`src/rtl/pipelined_addsub_pkg.sv`:
```
// Shared constants and operation encoding
// for the pipelined adder/subtractor.
package pipelined_addsub_pkg;

  localparam int DEF_WIDTH = 16;
  localparam int DEF_CHUNK = 4;

  typedef enum logic {
    OP_ADD = 1'b0,
    OP_SUB = 1'b1
  } op_e;

endpackage

```
`src/rtl/pipelined_addsub_chunk_stage.sv`:
```
// One CHUNK-bit adder slice with its stage
// registers and bubble-collapsing ready logic.
module addsub_chunk_stage
  import pipelined_addsub_pkg::*;
#(
  parameter int WIDTH = DEF_WIDTH,
  parameter int CHUNK = DEF_CHUNK,
  parameter int IDX   = 0
) (
  input  logic             clk,
  input  logic             rst_n,
  input  logic             valid_i,
  output logic             ready_o,
  input  logic             carry_i,
  input  logic [WIDTH-1:0] acc_i,
  input  logic [WIDTH-1:0] bx_i,
  output logic             valid_o,
  input  logic             ready_i,
  output logic             carry_o,
  output logic [WIDTH-1:0] acc_o,
  output logic [WIDTH-1:0] bx_o,
  output logic             msb_cin_o
);

  localparam int LO = IDX * CHUNK;
  localparam int HI = LO + CHUNK - 1;

  logic             valid_q;
  logic             carry_q;
  logic [WIDTH-1:0] acc_q;
  logic [WIDTH-1:0] acc_d;
  logic [WIDTH-1:0] bx_q;
  logic             msb_q;
  logic             msb_d;
  logic [CHUNK:0]   sum;
  logic             load;

  assign ready_o = !valid_q || ready_i;
  assign load    = ready_o && valid_i;

  assign sum = {1'b0, acc_i[LO +: CHUNK]}
             + {1'b0, bx_i[LO +: CHUNK]}
             + {{CHUNK{1'b0}}, carry_i};

  // acc carries finished result chunks below
  // this slice and raw A chunks above it.
  always_comb begin
    acc_d = acc_i;
    acc_d[LO +: CHUNK] = sum[CHUNK-1:0];
  end

  // carry into the slice MSB, recovered from
  // the MSB sum bit: s = a ^ b ^ cin.
  assign msb_d = acc_i[HI] ^ bx_i[HI] ^ sum[CHUNK-1];

  always_ff @(posedge clk) begin
    if (!rst_n) begin
      valid_q <= 1'b0;
      carry_q <= 1'b0;
      acc_q   <= '0;
      bx_q    <= '0;
      msb_q   <= 1'b0;
    end else begin
      if (ready_o) valid_q <= valid_i;
      if (load) begin
        carry_q <= sum[CHUNK];
        acc_q   <= acc_d;
        bx_q    <= bx_i;
        msb_q   <= msb_d;
      end
    end
  end

  assign valid_o   = valid_q;
  assign carry_o   = carry_q;
  assign acc_o     = acc_q;
  assign bx_o      = bx_q;
  assign msb_cin_o = msb_q;

endmodule

```
`src/rtl/pipelined_addsub.sv`:
```
// Pipelined carry-chunked add/sub: one CHUNK
// slice per stage, valid/ready on both sides.
module pipelined_addsub
  import pipelined_addsub_pkg::*;
#(
  parameter int WIDTH = DEF_WIDTH,
  parameter int CHUNK = DEF_CHUNK
) (
  input  logic             clk,
  input  logic             rst_n,
  input  logic             in_valid,
  output logic             in_ready,
  input  logic [WIDTH-1:0] A,
  input  logic [WIDTH-1:0] B,
  input  logic             Cin,
  input  logic             Sub,
  output logic             out_valid,
  input  logic             out_ready,
  output logic [WIDTH-1:0] Z,
  output logic             Cout,
  output logic             Ovf
);

  localparam int STAGES = WIDTH / CHUNK;

  logic [STAGES:0]            vld_w;
  logic [STAGES:0]            rdy_w;
  logic [STAGES:0]            cy_w;
  logic [STAGES:0][WIDTH-1:0] acc_w;
  logic [STAGES:0][WIDTH-1:0] bx_w;
  logic                       msb_cin;
  logic [WIDTH-1:0]           bx_unused;
  logic                       sub_op;

  assign sub_op = (Sub == OP_SUB);

  // subtraction as A + ~B + ~Cin
  assign vld_w[0] = in_valid;
  assign acc_w[0] = A;
  assign bx_w[0]  = sub_op ? ~B : B;
  assign cy_w[0]  = sub_op ? ~Cin : Cin;

  assign rdy_w[STAGES] = out_ready;
  assign in_ready      = rst_n && rdy_w[0];

  for (genvar k = 0; k < STAGES; k++) begin : g_stage
    logic msb_cin_k;

    addsub_chunk_stage #(
      .WIDTH (WIDTH),
      .CHUNK (CHUNK),
      .IDX   (k)
    ) u_stage (
      .clk       (clk),
      .rst_n     (rst_n),
      .valid_i   (vld_w[k]),
      .ready_o   (rdy_w[k]),
      .carry_i   (cy_w[k]),
      .acc_i     (acc_w[k]),
      .bx_i      (bx_w[k]),
      .valid_o   (vld_w[k+1]),
      .ready_i   (rdy_w[k+1]),
      .carry_o   (cy_w[k+1]),
      .acc_o     (acc_w[k+1]),
      .bx_o      (bx_w[k+1]),
      .msb_cin_o (msb_cin_k)
    );

    if (k == STAGES - 1) begin : g_last
      assign msb_cin = msb_cin_k;
    end else begin : g_mid
      logic msb_unused;
      assign msb_unused = msb_cin_k;
    end
  end

  assign bx_unused = bx_w[STAGES];

  assign out_valid = vld_w[STAGES];
  assign Z         = acc_w[STAGES];
  assign Cout      = cy_w[STAGES];
  assign Ovf       = msb_cin ^ cy_w[STAGES];

endmodule

```
`config.mk`:
```
export PLATFORM = sky130hd
export DESIGN_NAME = pipelined_addsub
export DESIGN_NICKNAME = d
export VERILOG_FILES = /design/src/rtl/pipelined_addsub_pkg.sv /design/src/rtl/pipelined_addsub_chunk_stage.sv /design/src/rtl/pipelined_addsub.sv
export SDC_FILE = /design/constraint.sdc
export NUM_CORES = 1
export LEC_CHECK = 0
export ABC_AREA = 0
export CORE_UTILIZATION = 41
export DETAILED_ROUTE_END_ITERATION = 7
export REMOVE_ABC_BUFFERS = 1
export SYNTH_ARGS = -nofsm -noshare
export SYNTH_HDL_FRONTEND = slang
export SYNTH_SLANG_ARGS = --single-unit
```
`constraint.sdc`:
```
create_clock -name clk -period 2.6 [get_ports clk]
set_clock_uncertainty 0.05 [all_clocks]
set_input_delay 0.26 -clock clk [delete_from_list [all_inputs] [get_ports clk]]
set_output_delay 0.26 -clock clk [all_outputs]
set_load 0.02 [all_outputs]
```
After elaboration in Yosys (flattened, before gate mapping)
Index checks and enable logic that the tools add are counted.
- flip-flop bits (word level): 121
- word-level logic and storage cells: 44
- multiplexer cells: 2
- add/sub/neg operators: 8
- reduce and logical (&&, ||, !) cells: 13
- bitwise gates (word level): 5
- operator list (kind ; number):
    4-bit by 4-bit adder with 5-bit output ; 4
    5-bit by 1-bit adder with 5-bit output ; 4
    16-bit 2-to-1 mux ; 1
    16-bit inverter ; 1
    1-bit logical AND ; 5
    1-bit logical NOT ; 4
    1-bit logical OR ; 4
    1-bit bitwise XOR ; 3
    1-bit 2-to-1 mux ; 1
    1-bit inverter ; 1

Longest topological paths before layout
- word-level depth: 6
- mapped depth: 9

Cells and area by module
From an unflattened synthesis, not the netlist that was laid out.
- cell total of the unflattened synthesis: 717
- area total of the unflattened synthesis: 6625.1 sq um
- by module, submodules not included (module ; times used ; seq. area each (sq um) ; area each (sq um) ; cells an instance):
    addsub_chunk_stage (g_stage[3].u_stage) ; 1 ; 700.7 ; 1762.9 ; 174
    addsub_chunk_stage (g_stage[1].u_stage) ; 1 ; 700.7 ; 1616.6 ; 174
    addsub_chunk_stage (g_stage[2].u_stage) ; 1 ; 700.7 ; 1536.5 ; 174
    addsub_chunk_stage (g_stage[0].u_stage) ; 1 ; 700.7 ; 1514.0 ; 174
    pipelined_addsub ; 1 ; 0.0 ; 195.2 ; 21

Worst setup path after synthesis
OpenSTA, ideal clock, no wires.
- path type: input to register
- from: in Sub
- to: reg g_stage[0].u_stage.carry_q
- data arrival time: 2.057 ns
- cell stages on the path: 9
- library setup time: 0.059 ns
- path buffers: 2
- data required time: 2.491 ns
- path slack: 0.435 ns
- cell sequence: buf_2 -> buf_2 -> xnor2_1 -> fa_1 -> fa_1 -> nor2b_1 -> o21ai_0 -> nand3b_1 -> o211a_1
- word-level cells in the longest chain between the ends: 3
- elaborated cells on any way between the ends: 4
- classes of those cells: 2 x add/sub; 2 x mux
- ends and longest elaborated chain (what ; line ; RTL):
    start, declared ; pipelined_addsub.sv:16 ; input logic Sub,
    16-bit 2-to-1 mux ; pipelined_addsub.sv:40 ; assign bx_w[0] = sub_op ? ~B : B;
    4-bit by 4-bit adder with 5-bit output ; pipelined_addsub_chunk_stage.sv:42 ; + {1'b0, bx_i[LO +: CHUNK]}
    5-bit by 1-bit adder with 5-bit output * ; pipelined_addsub_chunk_stage.sv:43 ; + {{CHUNK{1'b0}}, carry_i};
    end signal, assigned ; pipelined_addsub_chunk_stage.sv:66 ; carry_q <= sum[CHUNK];
    end, declared ; pipelined_addsub_chunk_stage.sv:29 ; logic carry_q;
Mark *: on every way between the ends. The rest lies on a longest branch, timed or not.
A chain may end at the register's enable or synchronous reset.

Worst setup path after layout
- from: reg g_stage[2].u_stage.valid_q
- to: out in_ready
- word-level cells in the longest chain between the ends: 5
- ends and longest elaborated chain (what ; line ; RTL):
    start, declared ; pipelined_addsub_chunk_stage.sv:28 ; logic valid_q;
    start signal, assigned ; pipelined_addsub_chunk_stage.sv:64 ; if (ready_o) valid_q <= valid_i;
    1-bit logical NOT ; pipelined_addsub_chunk_stage.sv:38 ; assign ready_o = !valid_q || ready_i;
    1-bit logical OR (3 in a row) ; pipelined_addsub_chunk_stage.sv:38 ;
    1-bit logical AND ; pipelined_addsub.sv:44 ; assign in_ready = rst_n && rdy_w[0];
    end, declared ; pipelined_addsub.sv:12 ; output logic in_ready,
No other way between the ends.

==> results by group <==
Floorplanning
  – Total die area: approximately 11,000 um^2
  – Height of the die: ~110 um
  – I/O pins: 58
  – FP Rows: 37
  – Die width: 106.0 um
  – Initial core utilization: 42.55%
  – Core area: between 10,000 and 15,000 um^2

Routing
  – Via/cell ratio: 4.777
  – Drt initial violations: 104
  – Final WL: 8.233 mm
  – Drt first pass iters: 5
  – Routed Antenna Nets: 0
  – Via count: 3,210
  – # DRC: 0
  – Wire length per cell: between 10 and 15 um

Final layout
  – Area Overhead vs Synth: 17.39%
  – Ant. Diodes: 0
  – Design Area, Final: around 5200 um^2
  – Fillers: 1,042
  – Final #Nets: 590
  – Layout cell share with drive strength beyond 1: between 5 and 6%

Placed design
  – Port bufs: 57
  – Routability cong.: 0.7425
  – Cell area after placement: 4985 um^2
  – Post-DP HPWL: 5.588 mm

Synth
  – Ys async rst share: 0%
  – Mapped cell area: 4432 um^2
  – YS warnings: 0
  – Sequential area share after synthesis: a little over two fifths
  – Synth cell count leaders: nand2_1 (155), dfxtp_1 (97), a21boi_0 (55)
  – EDFF count, synth: 0
  – Syn avg cell area: 8.846 um^2
  – Yosys reg bits: 97
  – Post-Syn Instances: 501
  – Top FF cell, synth: dfxtp_1
  – Post-synth top area share: a little over two fifths
  – Top post-synthesis cells by area: dfxtp_1 (44%), nand2_1 (13%), a21boi_0 (9.3%), o211a_1 (4.3%), xnor2_1 (3.8%)
  – Most common cell in the netlist: nand2_1
  – Yosys cell types: 38
  – Leading area contributor after synthesis: dfxtp_1

Timing
  – Final setup TNS: 0 ps
  – Finish-stage setup viols: 0
  – Clock period minus worst slack: approximately 2200 ps
  – F_max: around 450 MHz
  – RSZ-0062 raised after global routing: no
  – Final hold vios: 0
  – Final worst path period share: 85.20%
  – Fin. max-slew vios: 0
  – Relative slew slack: 55.05%
  – Worst-margin pin slew: 674.2 ps

Clock network
  – Worst-path clk slew: 90 ps
  – Clock buffer depth: 2
  – Clock tree root driver cell: clkbuf_8
  – Post_cts resized: 0
  – CTS tree: done
  – Hold buffers post-CTS: 0
  – Setup repair bufs after CTS: 0
  – H-tree depth: 3
  – # clock sinks: 97
  – Total CTS buffers: 9
  – Clock Latency Late Sink: 370 ps

Pwr
  – Total internal power: 2.275 mW
  – Switching part of the total: a little under a quarter
  – Clk pwr share: a little over a third
  – P_sw: roughly 700 uW
  – Max VDD drop: 225.8 uV
  – Combinational power share: 11.1%
  – Lkg Pwr: 2.069 nW
  – Pwr Total: 2.973 mW
  – Power density cells: 571.4 nW/um^2
  – Flop pwr share: a little over half

Run
  – Max cap viols: 0

Worst setup path
  – Critical R2R Launch: g_stage[2].u_stage.acc_o[12]
  – CP Max Fanout: 7
  – Crit Path Class: reg2out
  – Nature of the critical path endpoint: output pin
  – Worst setup SP type: flip-flop
  – CP required: 2290 ps
  – Crit. Startpoint: g_stage[2].u_stage.valid_o
  – Critical Path AT: 1910 ps

Min path
  – Hold Path Origin: A[9]
  – Hold WC Path Type: in2reg

GRT
  – Global-route wire length before repair: between 10 and 15 mm
  – GRT overflow: 0
  – Pin count of the biggest net entering global routing: 105
  – Vias in the first global route: 2,922
  – Antenna violations before repair: 0
  – GRT Overall Usage: 15.73%

Outcome
  – Status: finished, final reports clean
registers in the layout, indices dropped and copies added (netlist names):
name / cells
g_stage.u_stage.acc_o: 64
g_stage.u_stage.bx_o: 24
g_stage.u_stage.valid_o: 4
g_stage.u_stage.carry_o: 4
g_stage.u_stage.msb_cin_o: 1
area by class of cell:
cell class | instances | area, um^2 | share of cell area (%)
clock buffers | 10 | 137.6 | 2.646
clock inverters | 5 | 80.08 | 1.539
inverters | 19 | 71.32 | 1.371
well taps | 136 | 170.2 | 3.271
flip-flops and latches | 97 | 1942 | 37.33
repair buffers | 66 | 645.6 | 12.41
multi-input cells | 339 | 2156 | 41.44
cell families (layout without fill, tap and decap cells):
kind of cell / Yosys count / in the layout / share of synthesized area, %
flip-flops: 97 / 97 / 43.82
AND/OR/NAND/NOR: 180 / 180 / 16.91
buffers and inverters: 65 / 100 / 7.538
AO/OA/AOI/OAI: 116 / 116 / 20.19
XOR/XNOR: 23 / 23 / 4.545
adder cells (fa/ha/maj): 20 / 20 / 7.002
power groups by stage:
stage	clock, mW	sequential [mW]	combinational, mW
final	1.07	1.58	0.330
after global routing	1.16	1.58	0.375
after CTS	1.10	1.58	0.336
after detailed placement	0	1.61	0.335
after global placement	0	1.61	0.328
after floorplan	0	1.60	0.186
layout by cell type, fill, tap and decap left out, types with 2 or more instances in the layout:
cell type        netlist  routed
nor2b_1                5       5
xor2_1                 4       4
or4b_1                 2       2
a21o_1                 4       4
o21ai_0                6       6
a21oi_1                9       9
o211a_1               19      19
a21boi_1              14      14
ha_1                  12      12
o21a_1                 2       2
buf_4                 19       8
nor2_1                 2       2
nand4_1                2       2
clkbuf_8               0      10
fa_1                   8       8
clkdlybuf4s50_1        0      56
clkinvlp_4             0       2
nand3_1                5       5
a21boi_0              55      55
bufinv_16              0       2
dfxtp_1               97      97
inv_1                 19      19
nand2_1              155     155
xnor2_1               19      19
nand3b_1               2       2
metal layers:
layer,vias to the layer above,global-route usage (%),wire (um)
li1,1691,-,-
met1,1461,21.77,4208
met2,49,24.88,3685
met3,9,2.207,229
met4,0,5.952,109
met5,-,0,0
through the flow:
stage,setup WS (ps),util [%],instances,hold slack (ps)
CTS,378.1,49.95,672,373.7
global placement,183.0,47.86,657,389.8
finish,384.9,49.95,672,376.0
global route,309.3,49.95,672,377.6
detailed placement,106.5,47.86,657,395.7
floorplan,774.5,-,455,327.6
final timing paths:
path                                                      to  slack (ps)  depth (start not counted)
worst max-delay path                                in_ready         380                          3
worst min-delay path             g_stage[0].u_stage.acc_o[9]         380                          3
worst max register to register  g_stage[3].u_stage.acc_o[14]         820                          6
worst min register to register  g_stage[0].u_stage.acc_o[14]         400                          2
worst max-delay path, stage by stage (launching register included):
cell	delay [ps]
dfxtp_1	470
and4b_1	390
a21boi_0	130
clkdlybuf4s50_1	550
(Power assumes the default switching activity.)
